--- config.mk ---
export PLATFORM = sky130hd
export DESIGN_NAME = mem_arbiter
export DESIGN_NICKNAME = d
export VERILOG_FILES = /design/src/rtl/mem_arbiter_pkg.sv /design/src/rtl/mem_arbiter_slot.sv /design/src/rtl/mem_arbiter.sv
export SDC_FILE = /design/constraint.sdc
export NUM_CORES = 1
export LEC_CHECK = 0
export ABC_AREA = 0
export BUFFER_PORTS_ARGS = -buffer_cell sky130_fd_sc_hd__buf_2
export CAP_MARGIN = 20
export CORE_ASPECT_RATIO = 0.7
export CORE_UTILIZATION = 31
export CTS_CLUSTER_SIZE = 12
export DETAILED_ROUTE_END_ITERATION = 16
export PLACE_DENSITY_LB_ADDON = 0.1
export SYNTH_ARGS = -nofsm -noshare
export SYNTH_HDL_FRONTEND = slang
export SYNTH_SLANG_ARGS = --single-unit
--- constraint.sdc ---
create_clock -name clk -period 3.37 [get_ports clk]
set_input_delay 0.337 -clock clk [delete_from_list [all_inputs] [get_ports clk]]
set_output_delay 0.337 -clock clk [all_outputs]
set_load 0.02 [all_outputs]
--- src/rtl/mem_arbiter_pkg.sv ---
// Shared types for the instruction/data memory arbiter.
package mem_arbiter_pkg;

  localparam int unsigned addr_w = 32;
  localparam int unsigned data_w = 32;
  localparam int unsigned strb_w = 4;

  // Request bus towards memory (also the requester-side request format)
  typedef struct packed {
    logic              mem_valid;
    logic              mem_fence;
    logic              mem_instr;
    logic [addr_w-1:0] mem_addr;
    logic [data_w-1:0] mem_wdata;
    logic [strb_w-1:0] mem_wstrb;
  } mem_in_type;

  // Response bus from memory (also the requester-side response format)
  typedef struct packed {
    logic              mem_ready;
    logic [data_w-1:0] mem_rdata;
  } mem_out_type;

  typedef enum logic [1:0] {
    IDLE   = 2'd0,
    BUSY_I = 2'd1,
    BUSY_D = 2'd2
  } arb_state_type;

  typedef enum logic {
    GRANT_I = 1'b0,
    GRANT_D = 1'b1
  } grant_type;

  // Arbiter control state; slot contents live in the arb_slot instances
  typedef struct packed {
    arb_state_type state;
    grant_type     last_grant;
  } reg_type;

  localparam reg_type reg_init = '{state: IDLE, last_grant: GRANT_I};

  // Build the memory-side request for the granted side
  function automatic mem_in_type map_issue(input mem_in_type req, input logic is_data);
    mem_in_type o;
    o           = req;
    o.mem_valid = 1'b1;
    if (is_data) begin
      o.mem_instr = 1'b0;
    end else begin
      o.mem_instr = 1'b1;
      o.mem_fence = 1'b0;
      o.mem_wstrb = '0;
    end
    return o;
  endfunction

endpackage

--- src/rtl/mem_arbiter_slot.sv ---
// One-entry capture register holding a request that could not issue at once.
module arb_slot
  import mem_arbiter_pkg::*;
(
  input  logic       clk,
  input  logic       rst,
  input  logic       load,
  input  logic       clear,
  input  mem_in_type din,
  output logic       valid,
  output mem_in_type dout
);

  // Load has priority; load and clear are never raised together by the arbiter
  always_ff @(posedge clk) begin
    if (rst) begin
      valid <= 1'b0;
      dout  <= '0;
    end else if (load) begin
      valid <= 1'b1;
      dout  <= din;
    end else if (clear) begin
      valid <= 1'b0;
      dout  <= '0;
    end
  end

endmodule

--- src/rtl/mem_arbiter.sv ---
// Merges instruction-fetch and data requests onto one shared memory port.
module mem_arbiter
  import mem_arbiter_pkg::*;
#(
  parameter bit arb_mode = 1'b1,
  parameter bit bypass   = 1'b1
) (
  input  logic        clk,
  input  logic        rst,
  input  mem_in_type  imem_in,
  output mem_out_type imem_out,
  input  mem_in_type  dmem_in,
  output mem_out_type dmem_out,
  input  mem_out_type mem_out,
  output mem_in_type  mem_in
);

  reg_type    r;
  reg_type    rin;

  logic       i_slot_valid;
  logic       d_slot_valid;
  mem_in_type i_slot_q;
  mem_in_type d_slot_q;
  logic       i_load;
  logic       i_clear;
  logic       d_load;
  logic       d_clear;

  logic       busy_i;
  logic       busy_d;
  logic       done;
  logic       can_issue;
  logic       i_viol;
  logic       d_viol;
  logic       i_ok;
  logic       d_ok;
  logic       i_cand;
  logic       d_cand;
  logic       pick_i;
  logic       pick_d;
  logic       issue;
  mem_in_type issue_req;

  arb_slot u_slot_i (
    .clk   (clk),
    .rst   (rst),
    .load  (i_load),
    .clear (i_clear),
    .din   (imem_in),
    .valid (i_slot_valid),
    .dout  (i_slot_q)
  );

  arb_slot u_slot_d (
    .clk   (clk),
    .rst   (rst),
    .load  (d_load),
    .clear (d_clear),
    .din   (dmem_in),
    .valid (d_slot_valid),
    .dout  (d_slot_q)
  );

  // State register
  always_ff @(posedge clk) begin
    if (rst) begin
      r <= reg_init;
    end else begin
      r <= rin;
    end
  end

  // Next state: candidate selection, issue, slot load/clear
  always_comb begin
    rin       = r;
    i_load    = 1'b0;
    i_clear   = 1'b0;
    d_load    = 1'b0;
    d_clear   = 1'b0;
    issue     = 1'b0;
    issue_req = '0;

    busy_i    = (r.state == BUSY_I);
    busy_d    = (r.state == BUSY_D);
    done      = (busy_i | busy_d) & mem_out.mem_ready;
    can_issue = (r.state == IDLE) | done;

    // A side may re-request in the cycle its ready is returned, not before
    i_viol = imem_in.mem_valid & (i_slot_valid | (busy_i & ~mem_out.mem_ready));
    d_viol = dmem_in.mem_valid & (d_slot_valid | (busy_d & ~mem_out.mem_ready));
    i_ok   = imem_in.mem_valid & ~i_viol;
    d_ok   = dmem_in.mem_valid & ~d_viol;

    i_cand = i_slot_valid | (bypass & i_ok);
    d_cand = d_slot_valid | (bypass & d_ok);

    // Data wins a tie in fixed mode; round-robin hands it to the side not granted last
    pick_d = d_cand & (~i_cand | (arb_mode ? (r.last_grant == GRANT_I) : 1'b1));
    pick_i = i_cand & ~pick_d;

    if (done) begin
      rin.state = IDLE;
    end

    if (can_issue && pick_i) begin
      issue          = 1'b1;
      issue_req      = map_issue(i_slot_valid ? i_slot_q : imem_in, 1'b0);
      i_clear        = i_slot_valid;
      rin.state      = BUSY_I;
      rin.last_grant = GRANT_I;
    end else if (can_issue && pick_d) begin
      issue          = 1'b1;
      issue_req      = map_issue(d_slot_valid ? d_slot_q : dmem_in, 1'b1);
      d_clear        = d_slot_valid;
      rin.state      = BUSY_D;
      rin.last_grant = GRANT_D;
    end

    // Accepted arrivals that did not go straight out are parked in their slot
    i_load = i_ok & ~(can_issue & pick_i & ~i_slot_valid);
    d_load = d_ok & ~(can_issue & pick_d & ~d_slot_valid);
  end

  // Outputs: issue pulse to memory and ready/rdata routed to the granted side only
  always_comb begin
    mem_in   = '0;
    imem_out = '0;
    dmem_out = '0;
    if (!rst) begin
      if (issue) begin
        mem_in = issue_req;
      end
      if (busy_i && mem_out.mem_ready) begin
        imem_out.mem_ready = 1'b1;
        imem_out.mem_rdata = mem_out.mem_rdata;
      end
      if (busy_d && mem_out.mem_ready) begin
        dmem_out.mem_ready = 1'b1;
        dmem_out.mem_rdata = mem_out.mem_rdata;
      end
    end
  end

  // Requester overrun: the new request is dropped, the old entry kept
  a_no_i_overrun: assert property (@(posedge clk) disable iff (rst) !i_viol);
  a_no_d_overrun: assert property (@(posedge clk) disable iff (rst) !d_viol);

endmodule

==> results of run 1 <==
-- state kept, by name, summed over array words and instances, names as in the netlist --
| signal | cells |
|---|---|
| u_slot_d.dout | 69 |
| u_slot_d.valid | 1 |
| u_slot_i.valid | 1 |
| u_slot_i.dout | 64 |
| r | 3 |
-- power by group --
group          switching (uW)  internal (uW)  leakage (uW)
logic                    3030           1690       0.00299
clock network             765           1420      0.000327
registers                 297           2120       0.00113
total                    4090           5230       0.00445
-- cells by family (layout without fill, tap and decap cells) --
| kind of cell | count (synthesis) | count (layout) | share of synthesized area, % |
|---|---|---|---|
| compound gates | 277 | 277 | 32.5 |
| simple gates | 218 | 218 | 15.3 |
| flops | 138 | 138 | 35.9 |
| buf+inv | 103 | 360 | 5.50 |
| mux | 70 | 70 | 10.2 |
| fa+ha+maj | 3 | 3 | 0.488 |
| other cells | 0 | 7 | 0 |
-- cell type report --
cell class	count	area (sq um)	share of cell area (%)
Sequential cell	138	2770	27.4
Clock inverter	11	216	2.14
Clock buffer	20	457	4.51
Timing Repair Buffer	324	1700	16.8
Inverter	5	18.8	0.185
Antenna cell	7	17.5	0.173
Tap cell	318	398	3.93
Multi-Input combinational cell	568	4540	44.9
-- final timing paths --
kind,end,slack (ns),cells past startpoint
max,mem_in[3],0.19,8
min,u_slot_d.dout[19],0.13,2
max reg2reg,u_slot_d.dout[41],0.51,7
min reg2reg,u_slot_d.dout[18],0.47,1
-- worst reg2reg max path, cell delays in order (launching register included) --
cell,delay [ns]
dfxtp_1,0.36
inv_1,0.08
ha_1,0.32
a21oi_1,0.14
a311oi_4,0.40
buf_12,0.37
mux2_4,0.84
a22o_1,0.30
-- synth_stat cells (2+ instances only) --
master / count / area (sq um)
clkbuf_1: 65 / 244
a21oi_1: 4 / 20.0
a22o_1: 133 / 1160
mux2i_1: 5 / 50.1
nor3_1: 7 / 35.0
inv_1: 5 / 18.8
a211oi_1: 2 / 15.0
and3b_1: 2 / 17.5
buf_2: 23 / 115
a32oi_1: 64 / 561
buf_1: 8 / 30.0
nand2b_1: 3 / 18.8
mux2_2: 64 / 721
and2_1: 66 / 413
nand2_1: 3 / 11.3
buf_4: 2 / 15.0
nor2_1: 69 / 259
ha_1: 3 / 37.5
dfxtp_1: 138 / 2760
a32o_1: 64 / 641
nor2b_1: 65 / 407
o21ai_0: 2 / 10.0
-- per-layer routing --
metal  vias up  global-route usage (%)  share of wire [%]
li1       3621                       -                  -
met1      3697                    31.7                 48
met2       274                    34.1                 44
met3        27                    5.37                6.4
met4         4                    5.87                1.4
met5         -                       0              0.076
-- metrics by stage --
stage                     instances  total power, uW  hold slack, ns  cell area, sq um
after global placement         1353             7130           0.450              9430
final                          1391             9330           0.127             10100
after CTS                      1384             9370           0.115             10100
after global routing           1388             9860           0.112             10100
after detailed placement       1353             7150           0.449              9430
after floorplan                 809             5680           0.437              7690
==> summary.txt, run 1 <==
Cells and area
  – Layout cells sized above 1: 40.2%
  – Syn-to-layout area delta: 31.6%
  – Layout filler cell count: 2436
  – Layout Nets: 1234
  – Commonest non-fill, non-tap cell in the layout: buf_2
  – Util after Layout: 42.2%
  – Commonest non-fill, non-tap cells in the layout: buf_2, dfxtp_1, a22o_1

Setup path
  – Worst setup EP type: output pin
  – Worst r2r src: r[2]
  – Critical path's top delay family: buffers and inverters
  – CP Launch Point: r[2]
  – Crit path buf inv count: 3
  – Setup CP Type: register to output pin
  – Max stage delay on crit path: 0.40 ns
  – WP data arrival: 2.84 ns
  – Crit Path Max Fanout: 67
  – Crit path cell chain: inv_1 > ha_1 > a21oi_1 > a311oi_4 > buf_12 > nand2_1 > nor3_1 > buf_2
  – Worst Setup Start Kind: register
  – Worst path slowest cell: a311oi_4
  – CP Data Required Time: 3.03 ns

Route
  – Antenna-violating nets left: 0
  – 1st-iter DRT viols: 581
  – Vias per std cell: 5.48
  – Avg WL per Cell: 20.9 um
  – Final wirelength: 29000 um
  – DRC viols: 0
  – DR pass1 iterations: 5
  – Via count: 7623

Die
  – I/O pin count: 314
  – Die width: 190 um
  – Core area: 24000 sq um
  – Initial Utilization: 32.0%
  – Die height: 134 um
  – FP Rows: 47
  – Die area: 25400 sq um

Place
  – Post-DP HPWL: 19200 um
  – Post-Place Worst Slack: 0.541 ns
  – IO buf count: 306
  – GP Congestion: 0.861

STA
  – RSZ-0062 raised after global routing: false
  – Final Max Tran Viols: 0
  – Final Cycle Share: 94.4%
  – Worst Tran Pin Value: 0.951 ns
  – Max Clock Skew: 0.0117 ns
  – Final setup margin: 0.190 ns
  – Maximum clock frequency: 314 MHz
  – TNS Setup: 0 ns
  – Setup-failing EPs final: 0
  – Final min period: 3.18 ns
  – Final hold violation count: 0
  – Slew headroom: 36.4%

GRT
  – GRT Total Usage: 22.5%
  – First-pass GRT wire length: 43700 um
  – Antenna violations before repair: 9
  – Vias in the first global route: 7140
  – Largest net degree at the start of global routing: 132
  – Total gr overflow: 0

Clock network
  – Clock transition at path regs: 0.06 ns
  – Clock Tree Root: clkbuf_16
  – TritonCTS Buffers: 17
  – CTS tree: yes
  – CTS sink count: 138
  – Post-cts sizing count: 0
  – Hold Buf Count CTS: 0
  – Htree depth: 4
  – # Post-CTS Setup Buffers: 0
  – Clock Latency Late Sink: 0.44 ns
  – Clock Tree Buf Depth: 2

Logic synthesis
  – Post-synth EDFFs: 0
  – Syn nets: 989
  – Synthesized area per cell: 9.50 sq um
  – Async SR Flop Fraction: 0%
  – Synthesized cell area: 7690 sq um
  – Synth Flop Type: dfxtp_1
  – Yosys warning count: 0
  – Yosys cell types: 34
  – Post-synthesis sequential area ratio: 35.9%
  – Synth Register Bits: 138
  – Mapped Cells: 809

Outcome
  – Status: complete, no violations

Pwr
  – Pleak: 0.00445 uW
  – Cell Pwr Density: 921 nW/um^2
  – Peak VDD IR: 0.000655 V

Worst hold path
  – Hold WC Path Type: input port to register
  – Worst Hold Launch: dmem_in[19]

Flow run
  – Max Cap Viol: 0
Power figures use the tool's default switching activity.
==> run 2, diff against run 1 <==
- CORE_UTILIZATION: 31 -> 53
- GPL_TIMING_DRIVEN: default -> 0
==> run 2 against run 1 <==
  * Sequential share of layout area up 0.13 points
  * Critical path depth up 1
  * Die area down 41%
  * Flip-flop and latch count unchanged
  * Utilization up 29 points
  * Clock-buffer cell count down 2
  * Register-to-register slack better by 0.18 ns
  * Largest cell class unchanged
==> summary.txt, run 2 (synthesis results as in run 1) <==
Worst hold path
  – Hold WC Path Type: input port to register
  – Worst Hold Launch: dmem_in[42]

Clock network
  – # Post-CTS Setup Buffers: 0 (unchanged)
  – Htree depth: 4 (unchanged)
  – Hold Buf Count CTS: 0 (unchanged)
  – Clock Tree Buf Depth: 2 (unchanged)
  – Clock Tree Root: clkbuf_16
  – CTS tree: yes
  – Clock Latency Late Sink: 0.42 ns (-0.02 ns)
  – CTS sink count: 138 (unchanged)
  – TritonCTS Buffers: 17 (unchanged)
  – Clock transition at path regs: 0.07 ns (about the same)

Place
  – GP Congestion: 0.920 (+6.8%)
  – Placed Cells: 1304 (-3.6%)
  – IO buf count: 305 (-0.33%)
  – Post-DP HPWL: 20000 um (+4.3%)

Setup path
  – Worst setup EP type: output pin
  – WP data arrival: 2.90 ns (+0.06 ns)
  – Crit Path Max Fanout: 10 (-85%)
  – CP Launch Point: r[2]
  – Setup CP Type: register to output pin
  – CP Data Required Time: 3.03 ns (about the same)
  – Worst Setup Start Kind: register
  – Worst r2r src: r[2]

Die
  – Die width: 146 um (-23%)
  – Core area: 14100 sq um (-41%)
  – I/O pin count: 314 (unchanged)
  – Die height: 103 um (-23%)
  – Initial Utilization: 54.7% (+23 points)
  – Die area: 15000 sq um (-41%)
  – FP Rows: 36 (-23%)

STA
  – TNS Setup: 0 ns (unchanged)
  – Final min period: 3.23 ns (+0.0529 ns)
  – Maximum clock frequency: 309 MHz (-1.6%)
  – Worst Tran Pin Value: 0.855 ns (-0.0961 ns)
  – Slew headroom: 42.9% (+6.5 points)
  – Final Cycle Share: 95.9% (+1.6 points)
  – Setup-failing EPs final: 0 (unchanged)
  – RSZ-0062 raised after global routing: false
  – Final Max Tran Viols: 0 (unchanged)
  – Final hold violation count: 0 (unchanged)
  – Max Clock Skew: 0.0113 ns (-0.000422 ns)

Cells and area
  – Syn-to-layout area delta: 30.7%
  – Largest Register: u_slot_d.dout
  – Max reg flops: 69 (unchanged)
  – Layout cells sized above 1: 37.7% (-2.5 points)
  – Largest regs: u_slot_d.dout (69), u_slot_i.dout (64), r (3)
  – Non-Filler Instances: 1340 (-3.7%)
  – Commonest non-fill, non-tap cell in the layout: buf_2
  – Layout Nets: 1313 (+6.4%)
  – Commonest non-fill, non-tap cells in the layout: buf_2, dfxtp_1, a22o_1

GRT
  – GRT busiest layer: met2
  – Largest net degree at the start of global routing: 17 (-87%)
  – First-pass GRT wire length: 40800 um (-6.6%)
  – Total gr overflow: 0 (unchanged)
  – Met2 Track Usage GR: 55.2% (+21 points)
  – M1 GR Usage: 48.0% (+16 points)
  – Vias in the first global route: 7423 (+4.0%)
  – Antenna violations before repair: 3 (-6)
  – GRT Total Usage: 35.3% (+13 points)
  – Met3 track demand over resource: 7.52% (+2.1 points)

Route
  – Via count: 8121 (+6.5%)
  – Vias per std cell: 6.06 (+11%)
  – Final wirelength: 27400 um (-5.7%)
  – 1st-iter DRT viols: 673 (+16%)
  – DR pass1 iterations: 5 (unchanged)
  – Avg WL per Cell: 20.4 um (-2.2%)
  – Antenna-violating nets left: 0 (unchanged)
  – DRC viols: 0 (unchanged)

Flow run
  – Max Cap Viol: 0 (unchanged)

Pwr
  – Cell Pwr Density: 905 nW/um^2 (-1.8%)
  – Net Sw Frac: 45.5% (+1.6 points)
  – Pleak: 0.00449 uW (+0.86%)
  – Peak VDD IR: 0.000395 V (-40%)
  – Clock share of power: 20.7% (-2.8 points)
  – Net switching power: 4140 uW (+1.0%)
  – Pint: 4960 uW (-5.2%)
  – Register share of total power: 26.2% (+0.3 points)
  – Combinational Power Share: 53.1% (+2.5 points)

Outcome
  – Status: complete, no violations
## run 2: cell types whose count changed in the layout (fill, tap and decap cells not counted), sizes merged
cell      before  now
buf          324  338
bufinv         6    2
clkbuf        20   83
clkinv         3    2
clkinvlp       1    5
diode          7    5
inv            6    9
## run 2: area by class of cell
type | count | area, sq um
Antenna cell | 5 | 12.5
Buffer | 98 | 412
Clock buffer | 18 | 429
Clock inverter | 13 | 145
Fill cell | 1122 | 4010
Inverter | 5 | 18.8
Multi-Input combinational cell | 568 | 4500
Sequential cell | 138 | 2760
Tap cell | 190 | 238
Timing Repair Buffer | 305 | 1530
## run 2: metrics by stage
stage | cell area (sq um) | setup WS [ns] | hold slack [ns] | total power (uW) | util, %
2_1_floorplan | 7690 | 0.995 | 0.437 | 5680 | -
3_3_place_gp | 9450 | 0.362 | 0.450 | 7030 | 67.3
3_5_place_dp | 9450 | 0.329 | 0.450 | 7090 | 67.3
4_1_cts | 10000 | 0.0240 | 0.141 | 8970 | 71.4
5_1_grt | 10000 | 0.0150 | 0.149 | 9560 | 71.5
6_report | 10000 | 0.137 | 0.143 | 9100 | 71.5
## run 2: layer usage
metal	wire length (um)	share of wire (%)
met1	12200	45
met5	0	0
met4	673	2.5
met3	2370	8.7
met2	12100	44
## run 2: path summary, 6_finish.rpt
kind	cells past startpoint	slack, ns	endpoint
max	9	0.14	mem_in[37]
min	2	0.14	u_slot_d.dout[42]
max reg2reg	8	0.69	u_slot_d.dout[32]
min reg2reg	1	0.47	u_slot_d.dout[4]
## run 2: timing repair
item / 4_1_cts / 5_1_grt
resized for setup: 2 / 7
setup endpoints to repair: 39 / 40
cloned: 0 / 0
## run 2: critical path, cell delays in order (launching register included)
cell	delay, ns
dfxtp_1	0.36
inv_1	0.08
ha_1	0.30
a21oi_1	0.14
a311oi_4	0.50
clkbuf_4	0.35
buf_2	0.27
a32oi_1	0.19
nor2_1	0.12
buf_2	0.17
## run 2: power by group through the flow
stage | clock [uW] | sequential [uW] | combinational (uW)
2_1_floorplan | 0 | 2320 | 3360
3_3_place_gp | 0 | 2380 | 4650
3_5_place_dp | 0 | 2380 | 4700
4_1_cts | 1870 | 2370 | 4730
5_1_grt | 1950 | 2440 | 5170
6_report | 1880 | 2390 | 4830
